$ cat src/rtl/adam_pause_seq_pkg.sv
// adam_pause_seq_pkg: shared state and direction encodings for the pause sequencer
package adam_pause_seq_pkg;
  typedef enum logic [2:0] {PAUSED, RESUMING, GAP_WAIT, RUNNING, PAUSING} state_t;
  typedef enum logic {DIR_RESUME = 1'b0, DIR_PAUSE = 1'b1} dir_t;
endpackage

$ cat src/rtl/adam_pause_seq_cnt.sv
// adam_pause_seq_cnt: loadable down-counter that saturates at zero and flags done
module adam_pause_seq_cnt #(
  parameter int W = 8
) (
  input  logic         clk,
  input  logic         rst,
  input  logic         load,
  input  logic         en,
  input  logic [W-1:0] load_val,
  output logic         done
);
  logic [W-1:0] cnt;
  always_ff @(posedge clk or posedge rst)
    if (rst) cnt <= '0;
    else if (load) cnt <= load_val;
    else if (en && cnt != '0) cnt <= cnt - W'(1);
  assign done = cnt == '0;
endmodule

$ cat src/rtl/adam_pause_seq.sv
// adam_pause_seq: releases downstream slaves in ascending order and pauses them in descending order
module adam_pause_seq
  import adam_pause_seq_pkg::*;
#(
  parameter int NO_SLVS = 4,
  parameter int GAP     = 0,
  parameter int TIMEOUT = 1024
) (
  input  logic               clk,
  input  logic               rst,
  input  logic               pause_req,
  output logic               pause_ack,
  output logic [NO_SLVS-1:0] slv_req,
  input  logic [NO_SLVS-1:0] slv_ack,
  output logic               err
);
  localparam int IW = NO_SLVS > 1 ? $clog2(NO_SLVS) : 1;
  localparam logic [IW-1:0] LAST = IW'(NO_SLVS - 1);
  state_t state, state_d;
  dir_t dir, dir_d;
  logic [IW-1:0] idx, idx_d, nxt;
  logic [NO_SLVS-1:0] slv_req_d;
  logic pause_ack_d, match, busy, last, kick, gap_load, gap_done, to_done;
  assign match = slv_ack[idx] == slv_req[idx];
  assign busy  = state == RESUMING || state == PAUSING;
  assign last  = dir == DIR_RESUME ? idx == LAST : idx == IW'(0);
  assign nxt   = dir == DIR_RESUME ? idx + IW'(1) : idx - IW'(1);
  always_comb begin
    state_d     = state;
    dir_d       = dir;
    idx_d       = idx;
    slv_req_d   = slv_req;
    pause_ack_d = pause_ack;
    kick        = 1'b0;
    gap_load    = 1'b0;
    case (state)
      PAUSED: if (!pause_req) begin
        state_d      = RESUMING;
        dir_d        = DIR_RESUME;
        idx_d        = '0;
        slv_req_d[0] = 1'b0;
        kick         = 1'b1;
      end
      RUNNING: if (pause_req) begin
        state_d              = PAUSING;
        dir_d                = DIR_PAUSE;
        idx_d                = LAST;
        slv_req_d[NO_SLVS-1] = 1'b1;
        kick                 = 1'b1;
      end
      RESUMING, PAUSING: if (match) begin
        if (last) begin
          state_d     = dir == DIR_RESUME ? RUNNING : PAUSED;
          pause_ack_d = dir == DIR_PAUSE;
        end else if (GAP == 0) begin
          idx_d          = nxt;
          slv_req_d[nxt] = dir == DIR_PAUSE;
          kick           = 1'b1;
        end else begin
          state_d  = GAP_WAIT;
          gap_load = 1'b1;
        end
      end
      GAP_WAIT: if (gap_done) begin
        state_d        = dir == DIR_RESUME ? RESUMING : PAUSING;
        idx_d          = nxt;
        slv_req_d[nxt] = dir == DIR_PAUSE;
        kick           = 1'b1;
      end
      default: state_d = PAUSED;
    endcase
  end
  always_ff @(posedge clk or posedge rst)
    if (rst) begin
      state     <= PAUSED;
      dir       <= DIR_RESUME;
      idx       <= '0;
      slv_req   <= '1;
      pause_ack <= 1'b1;
      err       <= 1'b0;
    end else begin
      state     <= state_d;
      dir       <= dir_d;
      idx       <= idx_d;
      slv_req   <= slv_req_d;
      pause_ack <= pause_ack_d;
      err       <= err | (busy & ~match & to_done);
    end
  // Gap load of GAP-1 plus the exit edge yields exactly GAP cycles spent in GAP_WAIT
  adam_pause_seq_cnt #(.W(8)) u_gap (
    .clk(clk), .rst(rst), .load(gap_load), .en(state == GAP_WAIT),
    .load_val(8'(GAP > 0 ? GAP - 1 : 0)), .done(gap_done)
  );
  adam_pause_seq_cnt #(.W(16)) u_to (
    .clk(clk), .rst(rst), .load(kick), .en(busy & ~match),
    .load_val(16'(TIMEOUT - 1)), .done(to_done)
  );
endmodule
$ cat config.mk
export PLATFORM = sky130hd
export DESIGN_NAME = adam_pause_seq
export DESIGN_NICKNAME = d
export VERILOG_FILES = /design/src/rtl/adam_pause_seq_pkg.sv /design/src/rtl/adam_pause_seq_cnt.sv /design/src/rtl/adam_pause_seq.sv
export SDC_FILE = /design/constraint.sdc
export NUM_CORES = 1
export LEC_CHECK = 0
export CORE_ASPECT_RATIO = 1.75
export CORE_MARGIN = 5
export CORE_UTILIZATION = 60
export CTS_CLUSTER_SIZE = 20
export DETAILED_ROUTE_END_ITERATION = 7
export PLACE_DENSITY = 0.8
export SLEW_MARGIN = 20
export SYNTH_ARGS = -nofsm -noshare
export SYNTH_HDL_FRONTEND = slang
export SYNTH_HIERARCHICAL = 1
export SYNTH_SLANG_ARGS = --single-unit
$ cat constraint.sdc
create_clock -name clk -period 4.7 [get_ports clk]
set_clock_uncertainty 0.05 [all_clocks]
set_input_delay 0.705 -clock clk [delete_from_list [all_inputs] [get_ports clk]]
set_output_delay 0.705 -clock clk [all_outputs]
set_load 0.03 [all_outputs]
# Yosys cells after proc, flatten, opt, wreduce, memory -nomap -nowiden
# Cells that the tools add are included.
[word_totals] in_bits=7 output_inout_bits=6 wordCells=97 ff_bits=36
[op_classes] n_reduce_logical=24 n_eq_ne=12 mux=40 n_lt_le_gt_ge=3 n_addsub=4 n_bitwise=4
[ops] operator="$mux W16" n=2
[ops] operator="$mux W3" n=6
[ops] operator="$logic_not A16 Y1" n=1
[ops] operator="$reduce_bool A16 Y1" n=1
[ops] operator="$sub A16 B1 Y16 const B" n=1
[ops] operator="$reduce_and A5 Y1" n=3
[ops] operator="$mux W2" n=7
[ops] operator="$mux W4" n=3
[ops] operator="$ne A2 B2 Y1 const B" n=6
[ops] operator="$pmux W3 S4" n=1
[ops] operator="$mux W1" n=11
[ops] operator="$logic_not A8 Y1" n=1
[ops] operator="$pmux W2 S4" n=1
[ops] operator="$reduce_bool A8 Y1" n=1
[ops] operator="$sub A8 B1 Y8 const B" n=1
[ops] operator="$eq A3 B2 Y1 const B" n=2
[ops] operator="$lt A2 B3 Y1 const B" n=2
[ops] operator="$pmux W1 S3" n=2
[ops] operator="$reduce_and A3 Y1" n=2
[ops] operator="$reduce_and A6 Y1" n=1
[ops] operator="$reduce_bool A2 Y1" n=3
[ops] operator="$reduce_bool A3 Y1" n=2
[ops] operator="$bmux W1 S2" n=2
[ops] operator="$bwmux W4" n=1
[ops] operator="other kinds (21)" n=24

# Depth between registers and ports, before layout
[logic_depth] depth_word=10 ltp_mapped=12 mapped_depth_nobuf=10

# Hierarchy
# The synthesis kept the hierarchy.
[by_module_without_submodules] module="adam_pause_seq_cnt (u_to)" instances=1 seq_area_each_um2=400.4 cells_per_inst=123 area_each_um2=1123.6
[by_module_without_submodules] module="adam_pause_seq" instances=1 seq_area_each_um2=306.5 cells_per_inst=108 area_each_um2=929.6
[by_module_without_submodules] module="adam_pause_seq_cnt (u_gap)" instances=1 seq_area_each_um2=200.2 cells_per_inst=53 area_each_um2=495.5

# Least setup slack after synthesis
# OpenSTA, ideal clock, no wires.
[synth_path] path_type="in2reg" startpoint="input slv_ack[1]" endpoint="register u_to.cnt[0]" n_path_buf=1 required_ns=4.524 setup_slack_ns=1.910 setup_ns=0.126 t_arrival_ns=2.614 stages=8 cell_sequence="xor2_1 mux4_2 o31ai_4 o21a_1 buf_6 clkinv_1 and4_1 a221o_1"
[synth_via] elab_cells_between_ends=10 cone_classes="1 x eq/ne; 5 x mux; 2 x bitwise; 2 x reduce/logical"
[synth_rtl] element="start, declared" line_no="adam_pause_seq.sv:14" text="input logic [NO_SLVS-1:0] slv_ack,"
[synth_rtl] element="$bmux W1 S2 (*)" line_no="adam_pause_seq.sv:24" text="assign match = slv_ack[idx] == slv_req[idx];"
[synth_rtl] element="$mux W1 (not written as such) (*)" line_no="adam_pause_seq.sv:24"
[synth_rtl] element="$eq A1 B1 Y1 (*)" line_no="adam_pause_seq.sv:24"
[synth_rtl] element="$mux W1 (*)" line_no="adam_pause_seq.sv:51" text="RESUMING, PAUSING: if (match) begin"
[synth_rtl] element="$pmux W1 S4 (*)" line_no="adam_pause_seq.sv:36" text="case (state)"
[synth_rtl] element="named net kick" line_no="adam_pause_seq.sv:23" text="logic pause_ack_d, match, busy, last, kick, gap_load, gap_done, to_done;"
[synth_rtl] element="$mux W16 / $reduce_bool A2 Y1 (equally long branches)"
[synth_rtl] element="end signal, assigned" line_no="adam_pause_seq_cnt.sv:15" text="else if (load) cnt <= load_val;"
[synth_rtl] element="end signal, assigned" line_no="adam_pause_seq_cnt.sv:16" text="else if (en && cnt != '0) cnt <= cnt - W'(1);"
[synth_rtl] element="end, declared" line_no="adam_pause_seq_cnt.sv:12" text="logic [W-1:0] cnt;"
# The timed path passes the listed nets; every way through them passes the cells marked *. The select of a mux whose other input is x is not followed.
# A chain may end at the register's enable or synchronous reset.

# Final worst setup path
# Same ends and word-level chain as after synthesis.

==> run metrics <==
Slew @ Worst Pin=0.6333 ns; CTS tree=done; maximum vdd drop=~0.46 mV; Initial Util=0.6199; Slew headroom=0.5774; post-DR vias/cell=~5.9; Seq cells post-synth=36; via count=2182; Critical Path AT=approximately 3.4 ns; Antenna Cells=0; hold crit path type=reg -> reg; period utilization=0.6871; placed cell count=between 300 and 400; post-synthesis cell count=between 200 and 300; Final Hold Fails=0; drt total wl=5.576 mm; Top FF cell, synth=dfrtp_1; Fmax achieved=~310 MHz; Unique masters post-synth=between 70 and 80; layout cells sized above 1=0.1300; antenna violation net count after detailed routing=0; crit path time final=about 3.2 ns; Slew Limit Fails=0; RSZ-0062 raised after global routing=false; final worst slack=approximately 1.5 ns; Synth area leaders=dfrtp_1 (30%), dfstp_2 (5.2%), nor2_1 (4.4%), nand2_1 (3.8%), ha_1 (3.4%); H-Tree Depth=2; Hold-fix buffers, CTS=0; Yosys warnings=6; Hold Path Cell Cnt=1; Finish-stage setup viols=0; Area Overhead vs Synth=13.35%; worst skew pair latency=between 0.2 and 0.3 ns; status=complete, no violations; syn avg cell area=approximately 9.0 sq um; Cell Rows=31; critical path class=in -> reg; Root Buffer=clkbuf_8; fillers=358; gpl congestion=between 0.8 and 0.9; register area share after synthesis=0.3559; setup_tns=0 ns; vias in the first global route=~2200; number of setup buffers added after CTS=0; drt drc=0; initial antenna violation count=0; synth cell count leaders=dfrtp_1 (31), nor2_1 (30), nand2_1 (26); Post-Syn Area=approximately 2500 sq um; die height=~96 um; Post-synth ARST share=1.000; clk slew on worst S/H paths=about 0.070 ns; first-pass GRT wire length=between 9 and 10 mm; total gr overflow=0; power density over cell area=685.1 nW/um^2; Resize count post-CTS=0; DIE WIDTH=59.27 um; Initial DRC Count=between 90 and 100; Place WS=1.213 ns; DR pass1 iterations=4; Crit. End Element=flip-flop; Ports=13; dominant cell type by area after synthesis=dfrtp_1; All-Layer GR Usage=0.2209; DR WL/cell=about 15 um; DP HPWL=between 4 and 5 mm; I/O Buffers=12; Layout Cells excl Fill=about 370; number of max-cap violations=0; count leader, synth=dfrtp_1; CTS Sinks=36; EDFF count, synth=0; Leak Pwr=about 1.2 nW; die area=5702 sq um; Register-to-Register Path Depth=12; CP Max Fanout=20; clk buf depth=2; number of CTS-inserted buffers=5; CP required=roughly 4.8 ns; pin count of the biggest net entering global routing=21; top-area cell type share of the netlist area=0.3044; Core Footprint=between 4000 and 5000 sq um; critical path launch point type=input port; nets=around 340
logic make-up (layout without fill, tap and decap cells):
logic type | after synthesis | in the layout | share of synthesized area
and+or+nand+nor | 118 | 118 | 0.2784
AOI/OAI and AO/OA | 72 | 72 | 0.1920
DFF | 36 | 36 | 0.3559
buffers and inverters | 27 | 36 | 0.04762
xor gates and xnor gates | 12 | 12 | 0.04124
muxes | 10 | 10 | 0.04762
adders and majority gates | 7 | 7 | 0.03436
other | 2 | 32 | 0.002947
critical path, stage by stage:
cell and delay [ns]:
clkdlybuf4s50_1 0.44, xor2_1 0.17, mux4_2 0.51, o31ai_4 0.37, o21a_1 0.19, buf_4 0.23
clkinv_1 0.08, buf_4 0.20, and4_1 0.19, a221o_1 0.26
where the power goes:
group,switching [mW],internal (mW)
registers,0.220,0.453
clock network,0.106,0.131
logic,0.596,0.475
cell usage in the layout (no fill, tap or decap), types with 3 or more instances in the layout:
cell type and n:
mux2_2 4, or3_1 3, dfrtp_1 31, xnor2_1 5, xor2_1 7, dfstp_2 5
a31oi_1 7, mux2_1 3, conb_1 32, nand4_1 3, nor2_1 30, nand2_1 26
nor4_4 3, a21oi_1 11, nand3_1 11, nor2b_1 5, o311ai_0 4, inv_1 12
or4_1 5, ha_1 7, clkdlybuf4s50_1 12, o21ai_0 17, nand2b_1 5, o21ai_1 4
clkbuf_8 7, o31ai_1 5, nor3_1 4
final timing paths:
kind,from,slack (ns),to
max,slv_ack[1],1.47,u_to/cnt[0]$_DFFE_PP0P_
min,err$_DFF_PP0_,0.41,err$_DFF_PP0_
max reg2reg,u_gap/cnt[0]$_DFFE_PP0P_,1.58,u_to/cnt[0]$_DFFE_PP0P_
min reg2reg,err$_DFF_PP0_,0.41,err$_DFF_PP0_
max in group asynchronous,rst,3.37,u_to/cnt[6]$_DFFE_PP0P_
min in group asynchronous,rst,0.70,u_gap/cnt[4]$_DFFE_PP0P_
metrics by stage:
step	utilization	power, mW	cell area [sq um]	hold WS [ns]
after detailed placement	0.6792	1.729	2793	0.4019
after global routing	0.7027	2.149	2889	0.4428
final	0.7027	1.979	2889	0.4136
after CTS	0.7027	1.972	2889	0.4141
after floorplan	-	1.492	2661	0.4419
after global placement	0.6792	1.693	2793	0.4104
state kept, by name, indices dropped and copies added (netlist names):
register,cells
slv_req,4
u_to/cnt,16
err,1
pause_ack,1
idx,2
u_gap/cnt,8
dir,1
state,3
cell type report:
cell class | count | area [sq um] | share of cell area
sequential | 36 | 907.1 | 0.3140
clock buffer | 7 | 96.34 | 0.03335
timing repair buffer | 14 | 135.1 | 0.04677
inverter | 15 | 56.30 | 0.01949
tap | 49 | 61.31 | 0.02122
multi-input combinational | 251 | 1633 | 0.5652
layer usage:
| layer | routed length (um) | vias up | GRT usage |
|---|---|---|---|
| met4 | 109 | 0 | 0.08318 |
| met3 | 145 | 8 | 0.03221 |
| li1 | - | 1083 | - |
| met5 | 0 | - | 0 |
| met2 | 3042 | 32 | 0.4161 |
| met1 | 2279 | 1059 | 0.2388 |
Note: power is estimated with default switching activity, not from simulation.
